$ cat config.mk
export PLATFORM = sky130hd
export DESIGN_NAME = game_state_ctrl
export DESIGN_NICKNAME = d
export VERILOG_FILES = /design/src/rtl/game_state_ctrl.sv
export SDC_FILE = /design/constraint.sdc
export NUM_CORES = 1
export LEC_CHECK = 0
export BUFFER_PORTS_ARGS = -buffer_cell sky130_fd_sc_hd__buf_2
export CORE_ASPECT_RATIO = 0.75
export CORE_MARGIN = 2
export CORE_UTILIZATION = 56
export DETAILED_ROUTE_END_ITERATION = 10
export PLACE_DENSITY_LB_ADDON = 0.25
export SLEW_MARGIN = 20
export SYNTH_ARGS = -nofsm -noshare
export SYNTH_HDL_FRONTEND = slang
export SYNTH_SLANG_ARGS = --single-unit
$ cat constraint.sdc
create_clock -name CLOCK_50 -period 3.6 [get_ports CLOCK_50]
set_clock_uncertainty 0.2 [all_clocks]
set_input_delay 0.36 -clock CLOCK_50 [delete_from_list [all_inputs] [get_ports CLOCK_50]]
set_output_delay 0.36 -clock CLOCK_50 [all_outputs]
set_load 0.05 [all_outputs]
$ cat src/rtl/game_state_ctrl.sv
// Score, lives and dot bookkeeping plus IDLE/PLAY/DEATH/GAMEOVER/WIN sequencing for the maze game.
// Optional feature macro: GAME_STATE_GHOST_COMBO_EN (ghost value doubles per ghost eaten in one power period).
module game_state_ctrl #(
  parameter int START_LIVES = 3,
  parameter int TOTAL_DOTS  = 240,
  parameter int DOT_W       = 9,
  parameter int SCORE_W     = 16,
  parameter int DOT_PTS     = 10,
  parameter int PILL_PTS    = 50,
  parameter int GHOST_PTS   = 200,
  parameter int DEATH_HOLD  = 50000000
) (
  input  logic               CLOCK_50,
  input  logic               reset,
  input  logic               start,
  input  logic               coll_valid,
  input  logic [3:0]         collision_type,
  input  logic [32:0]        pill_count,
  output logic [SCORE_W-1:0] score,
  output logic [1:0]         lives,
  output logic [DOT_W-1:0]   dots_left,
  output logic [2:0]         game_state,
  output logic               power_active,
  output logic               respawn,
  output logic               ghost1_eaten,
  output logic               ghost2_eaten,
  output logic               wall_hit
);

  typedef enum logic [2:0] {
    S_IDLE     = 3'd0,
    S_PLAY     = 3'd1,
    S_DEATH    = 3'd2,
    S_GAMEOVER = 3'd3,
    S_WIN      = 3'd4
  } state_t;

  localparam logic [31:0] SCORE_MAX = 32'((64'd1 << SCORE_W) - 64'd1);

  state_t      state;
  logic [31:0] death_cnt;
  logic [31:0] ghost_val;
  logic [31:0] pts;
  logic [31:0] sum;
  logic [SCORE_W-1:0] score_next;
  logic        dec, dec_ok, win, die, eat1, eat2, wall;

  assign game_state = state;

`ifdef GAME_STATE_GHOST_COMBO_EN
  logic [1:0] combo_n;
  assign ghost_val = 32'(GHOST_PTS) << combo_n;

  // Combo restarts whenever a power period ends
  always_ff @(posedge CLOCK_50 or posedge reset) begin
    if (reset)
      combo_n <= 2'd0;
    else if (power_active && (pill_count == '0))
      combo_n <= 2'd0;
    else if ((eat1 || eat2) && (combo_n != 2'd3))
      combo_n <= combo_n + 2'd1;
  end
`else
  assign ghost_val = 32'(GHOST_PTS);
`endif

  always_comb begin
    pts  = '0;
    dec  = 1'b0;
    die  = 1'b0;
    eat1 = 1'b0;
    eat2 = 1'b0;
    wall = 1'b0;
    if (state == S_PLAY && coll_valid) begin
      case (collision_type)
        4'b0001: wall = 1'b1;
        4'b0010: begin pts = 32'(DOT_PTS);  dec = 1'b1; end
        4'b0011: begin pts = 32'(PILL_PTS); dec = 1'b1; end
        4'b0100, 4'b0101: begin
          if (power_active) begin
            pts  = ghost_val;
            eat1 = ~collision_type[0];
            eat2 = collision_type[0];
          end else begin
            die = 1'b1;
          end
        end
        4'b0110, 4'b0111: begin
          pts  = 32'(PILL_PTS) + ghost_val;
          dec  = 1'b1;
          eat1 = ~collision_type[0];
          eat2 = collision_type[0];
        end
        4'b1000, 4'b1001: begin
          dec = 1'b1;
          if (power_active) begin
            pts  = 32'(DOT_PTS) + ghost_val;
            eat1 = ~collision_type[0];
            eat2 = collision_type[0];
          end else begin
            pts = 32'(DOT_PTS);
            die = 1'b1;
          end
        end
        default: ;
      endcase
    end
    // Sum in 32 bits so the clamp sees the overflow instead of a wrapped value
    sum        = 32'(score) + pts;
    score_next = (sum > SCORE_MAX) ? SCORE_MAX[SCORE_W-1:0] : sum[SCORE_W-1:0];
    dec_ok     = dec && (dots_left != '0);
    win        = dec_ok && (dots_left == DOT_W'(1));
  end

  always_ff @(posedge CLOCK_50 or posedge reset) begin
    if (reset) begin
      state        <= S_IDLE;
      score        <= '0;
      lives        <= 2'(START_LIVES);
      dots_left    <= DOT_W'(TOTAL_DOTS);
      death_cnt    <= '0;
      power_active <= 1'b0;
      respawn      <= 1'b0;
      ghost1_eaten <= 1'b0;
      ghost2_eaten <= 1'b0;
      wall_hit     <= 1'b0;
    end else begin
      power_active <= (pill_count != '0);
      respawn      <= 1'b0;
      ghost1_eaten <= 1'b0;
      ghost2_eaten <= 1'b0;
      wall_hit     <= 1'b0;
      case (state)
        S_IDLE: if (start) state <= S_PLAY;
        S_PLAY: begin
          score        <= score_next;
          wall_hit     <= wall;
          ghost1_eaten <= eat1;
          ghost2_eaten <= eat2;
          if (dec_ok) dots_left <= dots_left - DOT_W'(1);
          // Clearing the last dot wins even when the same code would have killed
          if (win) begin
            state <= S_WIN;
          end else if (die) begin
            if (lives <= 2'd1) begin
              lives <= 2'd0;
              state <= S_GAMEOVER;
            end else begin
              lives     <= lives - 2'd1;
              death_cnt <= '0;
              state     <= S_DEATH;
            end
          end
        end
        S_DEATH: begin
          if (death_cnt == 32'(DEATH_HOLD - 1)) begin
            respawn   <= 1'b1;
            death_cnt <= '0;
            state     <= S_PLAY;
          end else begin
            death_cnt <= death_cnt + 32'd1;
          end
        end
        S_GAMEOVER, S_WIN: begin
          if (start) begin
            score     <= '0;
            lives     <= 2'(START_LIVES);
            dots_left <= DOT_W'(TOTAL_DOTS);
            state     <= S_IDLE;
          end
        end
        default: state <= S_IDLE;
      endcase
    end
  end

endmodule

After elaboration in Yosys (flattened, before gate mapping)
Cells that the tools add are included.
{"block": "op_classes", "n_addsub": 4, "magnitude_cmp": 2, "n_eq_ne": 23, "muxes": 45, "bitwise": 1, "n_reduce_logical": 19}
{"operator": "$mux 32", "count": 5}
{"operator": "$pmux 32 s2", "count": 1}
{"operator": "$pmux 8 s5", "count": 1}
{"operator": "$reduce_bool 33->1", "count": 1}
{"operator": "$add 16x32->32", "count": 1}
{"operator": "$add 32x1->32 const B", "count": 1}
{"operator": "$eq 32x26->1 const B", "count": 1}
{"operator": "$gt 32x16->1 const B", "count": 1}
{"operator": "$mux 16", "count": 2}
{"operator": "$pmux 16 s2", "count": 1}
{"operator": "$mux 9", "count": 2}
{"operator": "$pmux 9 s2", "count": 1}
{"operator": "$mux 1", "count": 17}
{"operator": "$eq 4x3->1 const B", "count": 4}
{"operator": "$mux 8", "count": 2}
{"operator": "$mux 3", "count": 5}
{"operator": "$ne 2x2->1 const B", "count": 7}
{"operator": "$pmux 3 s4", "count": 1}
{"operator": "$reduce_and 4->1", "count": 3}
{"operator": "$eq 9x1->1 const B", "count": 1}
{"operator": "$reduce_bool 9->1", "count": 1}
{"operator": "$sub 9x1->9 const B", "count": 1}
{"operator": "$eq 4x2->1 const B", "count": 2}
{"operator": "$eq 4x4->1 const B", "count": 2}
{"operator": "other kinds (19)", "count": 30}
{"block": "word_totals", "register_bits": 67, "inputBits": 41, "output_inout_bits": 35}

Longest topological paths before layout
{"block": "depth", "depth_word": 8, "depth_mapped": 12, "ltp_nobuf": 11}

Least setup slack after synthesis
Ideal clock, no wire load.
{"block": "synth_path", "path_type": "register to register", "from": "reg state[1], in the netlist game_state[1]", "to": "reg score[11]", "setup_ns": 0.070, "t_arrival_ns": 2.767, "required_ns": 3.330, "slack_ns": 0.563, "stages_incl_launch_ff": 13, "path_buffers": 3, "path_cell_list": "dfrtp_1 buf_6 nand4bb_1 buf_2 o21ba_2 buf_2 ha_1 ha_1 a21oi_1 o211ai_1 nand2_1 or4_1 nand3_1"}
{"block": "synth_via", "elab_chain_cells": 7, "word_cells_on_any_way": 13}
{"element": "start, declared", "line_no": "40", "text": "state_t state;"}
{"element": "start signal, assigned", "line_no": "117", "text": "state <= S_IDLE;"}
{"element": "start signal, assigned", "line_no": "134", "text": "S_IDLE: if (start) state <= S_PLAY;"}
{"element": "start signal, assigned", "line_no": "143", "text": "state <= S_WIN;"}
{"element": "$eq 3x1->1", "line_no": "74, 133"}
{"element": "$logic_and 1x1->1", "line_no": "74", "text": "if (state == S_PLAY && coll_valid) begin"}
{"element": "$mux 32", "line_no": "74"}
{"element": "$add 16x32->32", "line_no": "109", "text": "sum = 32'(score) + pts;"}
{"element": "$gt 32x16->1", "line_no": "110", "text": "score_next = (sum > SCORE_MAX) ? SCORE_MAX[SCORE_W-1:0] : sum[SCORE_W-1:0];"}
{"element": "$mux 16", "line_no": "110"}
{"element": "$pmux 16 s2", "line_no": "133", "text": "case (state)"}
{"element": "end signal, assigned", "line_no": "136", "text": "score <= score_next;"}
{"element": "end, declared", "line_no": "19", "text": "output logic [SCORE_W-1:0] score,"}
Parallel ways exist; a longest one is shown, timed or not.
A chain may end at the register's enable or synchronous reset.

Worst setup path in the final report
Same ends and word-level chain as after synthesis.

==> metrics.md <==
| Metric | Value |
|---|---|
| Pwr/cell area | `581.8 mW/mm^2` |
| Arrival @ worst endpoint | `3.12 ns` |
| CTS tree | `yes` |
| Unrepaired setup endpoints after global routing | `no` |
| Sequential share of the synthesized area | `40.11%` |
| Longest Clk Path Bufs | `2` |
| Placed insts | `618` |
| Syn Std Cell Area | `0.004199 sq mm` |
| Reg clk slew, reported paths | `0.08 ns` |
| Prevailing post-synth register cell | `dfrtp_1` |
| 1st-pass router iterations | `5` |
| Fmax | `330.3 MHz` |
| Antenna fix cells | `0` |
| Via Count | `3951` |
| Worst slew pin tran | `0.8798 ns` |
| Starting Density | `57.54%` |
| # setup viols final | `0` |
| Met2 Use GR | `42.76%` |
| Hold Violations, Final | `0` |
| Initial antenna violation count | `0` |
| Synth top area share | `36.35%` |
| First-pass GRT wire length | `18130 um` |
| Worst Slack Setup Final | `0.5722 ns` |
| Layout Cells excl Fill | `636` |
| Share of cells above drive strength 1 | `22.80%` |
| Crit-path most repeated cell | `ha_1` |
| Residual DRC | `0` |
| Clock Sink Count | `67` |
| First-iteration detailed-routing DRC count | `290` |
| Total I/O pin count | `76` |
| Largest cells by area after synthesis | `dfrtp_1, nand3_1, nand2_1, a31oi_1, dfstp_2` |
| DIE AREA | `0.008214 sq mm` |
| #FFs+latches synth | `67` |
| Setup crit end kind | `flop` |
| Total gr overflow | `0` |
| Final instance area | `0.004853 sq mm` |
| Syn Area/Cell | `9.069 sq um` |
| Largest net degree at the start of global routing | `41` |
| Critical path class | `reg -> reg` |
| Asr flop ratio synth | `100.0%` |
| Core Area | `0.007297 sq mm` |
| Max_cap viols | `0` |
| Synth Instances | `463` |
| Hpwl dp | `7480 um` |
| Buf+Inv Stages, Crit Path | `0` |
| Placed Area | `0.004577 sq mm` |
| Commonest non-fill, non-tap cells in the layout | `buf_2, dfrtp_1, nand2_1` |
| Synthesized net count | `514` |
| GR peak layer | `met2` |
| Row cnt | `27` |
| Delay-heaviest family, CP | `simple AND/OR/NAND/NOR gates` |
| Pwr Total | `0.002824 W` |
| Area grow syn2layout | `15.58%` |
| Yosys top cell by area | `dfrtp_1` |
| Status | `complete, no violations` |
| Cell variety after synth | `69` |
| Die Span Y | `78.99 um` |
| Worst vdd ir | `0.7384 mV` |
| Synthesis Warnings | `0` |
| Max H-tree Level | `3` |
| Global routing usage on met1 | `38.18%` |
| Number of global-route vias before repair | `3788` |
| WL/cell | `16.82 um` |
| Worst skew pair latency | `0.35 ns` |
| Clock root buffer | `clkbuf_8` |
| CP required | `3.69 ns` |
| Setup Buffers After CTS | `0` |
| M3 GR Usage | `6.732%` |
| CP peak stage delay | `0.51 ns` |
| Buffers on Ports | `75` |
| Min Tclk post-route | `3.028 ns` |
| Routability cong. | `0.8631` |
| Via density | `6.212` |
| CP max-delay cell | `dfrtp_1` |
| Crit-path cells | `nand4bb_1 -> o21ba_2 -> ha_1 -> ha_1 -> a21oi_1 -> o211ai_1 -> nand2_1 -> or4_1 -> nand3_1` |
| Placement Setup Slack | `0.6131 ns` |
| Antenna-violating nets left | `0` |
| Slew HR | `41.30%` |
| Final setup TNS | `0 ns` |
| Slew Limit Fails | `0` |
| Final period util | `84.11%` |
| CTS buffer count | `9` |
| Die Wd | `104.0 um` |
| Hold Crit Class | `in -> reg` |
| CP Launch Type | `flop` |
| Final wirelength | `10700 um` |
| Critical-path maximum fanout | `10` |
| Number of flops mapped to enable cells by yosys | `0` |
| Nets | `581` |
| Commonest non-fill, non-tap cell in the layout | `buf_2` |
| Leak Pwr | `2.102 nW` |
| Total GRT Usage | `27.25%` |
## worst paths after layout
| kind | slack, ns | startpoint | end | depth (start not counted) |
|---|---|---|---|---|
| max in group asynchronous | 1.83 | reset | dots_left[4]$_DFFE_PP1P_ | 4 |
| min | 0.007 | pill_count[18] | power_active$_DFF_PP0_ | 3 |
| min reg2reg | 0.30 | death_cnt[22]$_DFFE_PP0P_ | death_cnt[22]$_DFFE_PP0P_ | 1 |
| max | 0.57 | game_state[1]$_DFFE_PP0P_ | score[11]$_DFFE_PP0P_ | 9 |
| min in group asynchronous | 0.43 | reset | death_cnt[5]$_DFFE_PP0P_ | 3 |
| max reg2reg | 0.57 | game_state[1]$_DFFE_PP0P_ | score[11]$_DFFE_PP0P_ | 9 |
## cells in the mapped netlist (3+ instances only)
cell / count
and4_1: 7
a31oi_1: 27
o211ai_1: 12
nand2b_1: 3
a32oi_1: 3
buf_2: 8
a41oi_1: 4
xor2_1: 7
dfstp_2: 6
nor3_1: 8
a22o_1: 8
o21ai_0: 15
nor2_1: 22
and3_1: 12
and2_1: 6
nand4_1: 18
nand3_1: 44
inv_1: 10
nor2b_1: 4
a21oi_1: 19
or3_1: 5
xnor2_1: 6
or4_1: 4
dfrtp_1: 61
nor4_1: 14
clkbuf_1: 8
nand2_1: 51
a21o_1: 4
buf_4: 4
buf_6: 5
nor3b_1: 3
ha_1: 10
nand3_2: 3
## per-layer routing
| layer | vias up | part of all wire [%] |
|---|---|---|
| met5 | - | 0 |
| met4 | 0 | 1.2 |
| met1 | 1885 | 47 |
| met2 | 154 | 45 |
| li1 | 1898 | - |
| met3 | 14 | 6.4 |
## logic make-up after synthesis
| group | synth area share, % |
|---|---|
| xor gates and xnor gates | 2.712 |
| buffers and inverters | 4.827 |
| AOI/OAI and AO/OA | 18.80 |
| DFF | 40.11 |
| adders and majority gates | 2.980 |
| and+or+nand+nor | 29.83 |
| muxes | 0.7449 |
## worst register-to-register path, cell delays in order (launching register included)
cell	delay, ns
dfrtp_1	0.51
nand4bb_1	0.35
o21ba_2	0.42
ha_1	0.23
ha_1	0.20
a21oi_1	0.10
o211ai_1	0.28
nand2_1	0.15
or4_1	0.42
nand3_1	0.10
## power by group
group          internal [W]  leakage, nW  total [W]  switching [W]
clock network      0.000530        0.128   0.000818       0.000288
logic              0.000285         1.22   0.000953       0.000668
registers          0.000879        0.756    0.00105       0.000173
## layout make-up
type | count | area, sq um
Fill cell | 634 | 2444
Multi-Input combinational cell | 359 | 2312
Sequential cell | 67 | 1684
Timing Repair Buffer | 82 | 432.9
Clock buffer | 11 | 131.4
Tap cell | 101 | 126.4
Clock inverter | 5 | 125.1
Inverter | 11 | 41.29
## per-stage QoR
stage	util, %	hold WS, ns
6_report	66.51	0.007097
5_1_grt	66.51	0.003989
4_1_cts	66.51	0.001053
3_5_place_dp	62.72	0.2696
3_3_place_gp	62.72	0.2545
2_1_floorplan	-	0.2256
## timing repair
| item | 4_1_cts | 5_1_grt |
|---|---|---|
| hold buffers | 2 | 0 |
| hold endpoints to repair | 25 | 0 |
| resized for setup | 0 | 0 |
## registers in the layout, summed over array words and instances, names as in the netlist
| name | count |
|---|---|
| power_active | 1 |
| score | 16 |
| death_cnt | 32 |
| respawn | 1 |
| ghost2_eaten | 1 |
| game_state | 3 |
| dots_left | 9 |
| wall_hit | 1 |
| ghost1_eaten | 1 |
| lives | 2 |
Power figures use the tool's default switching activity.
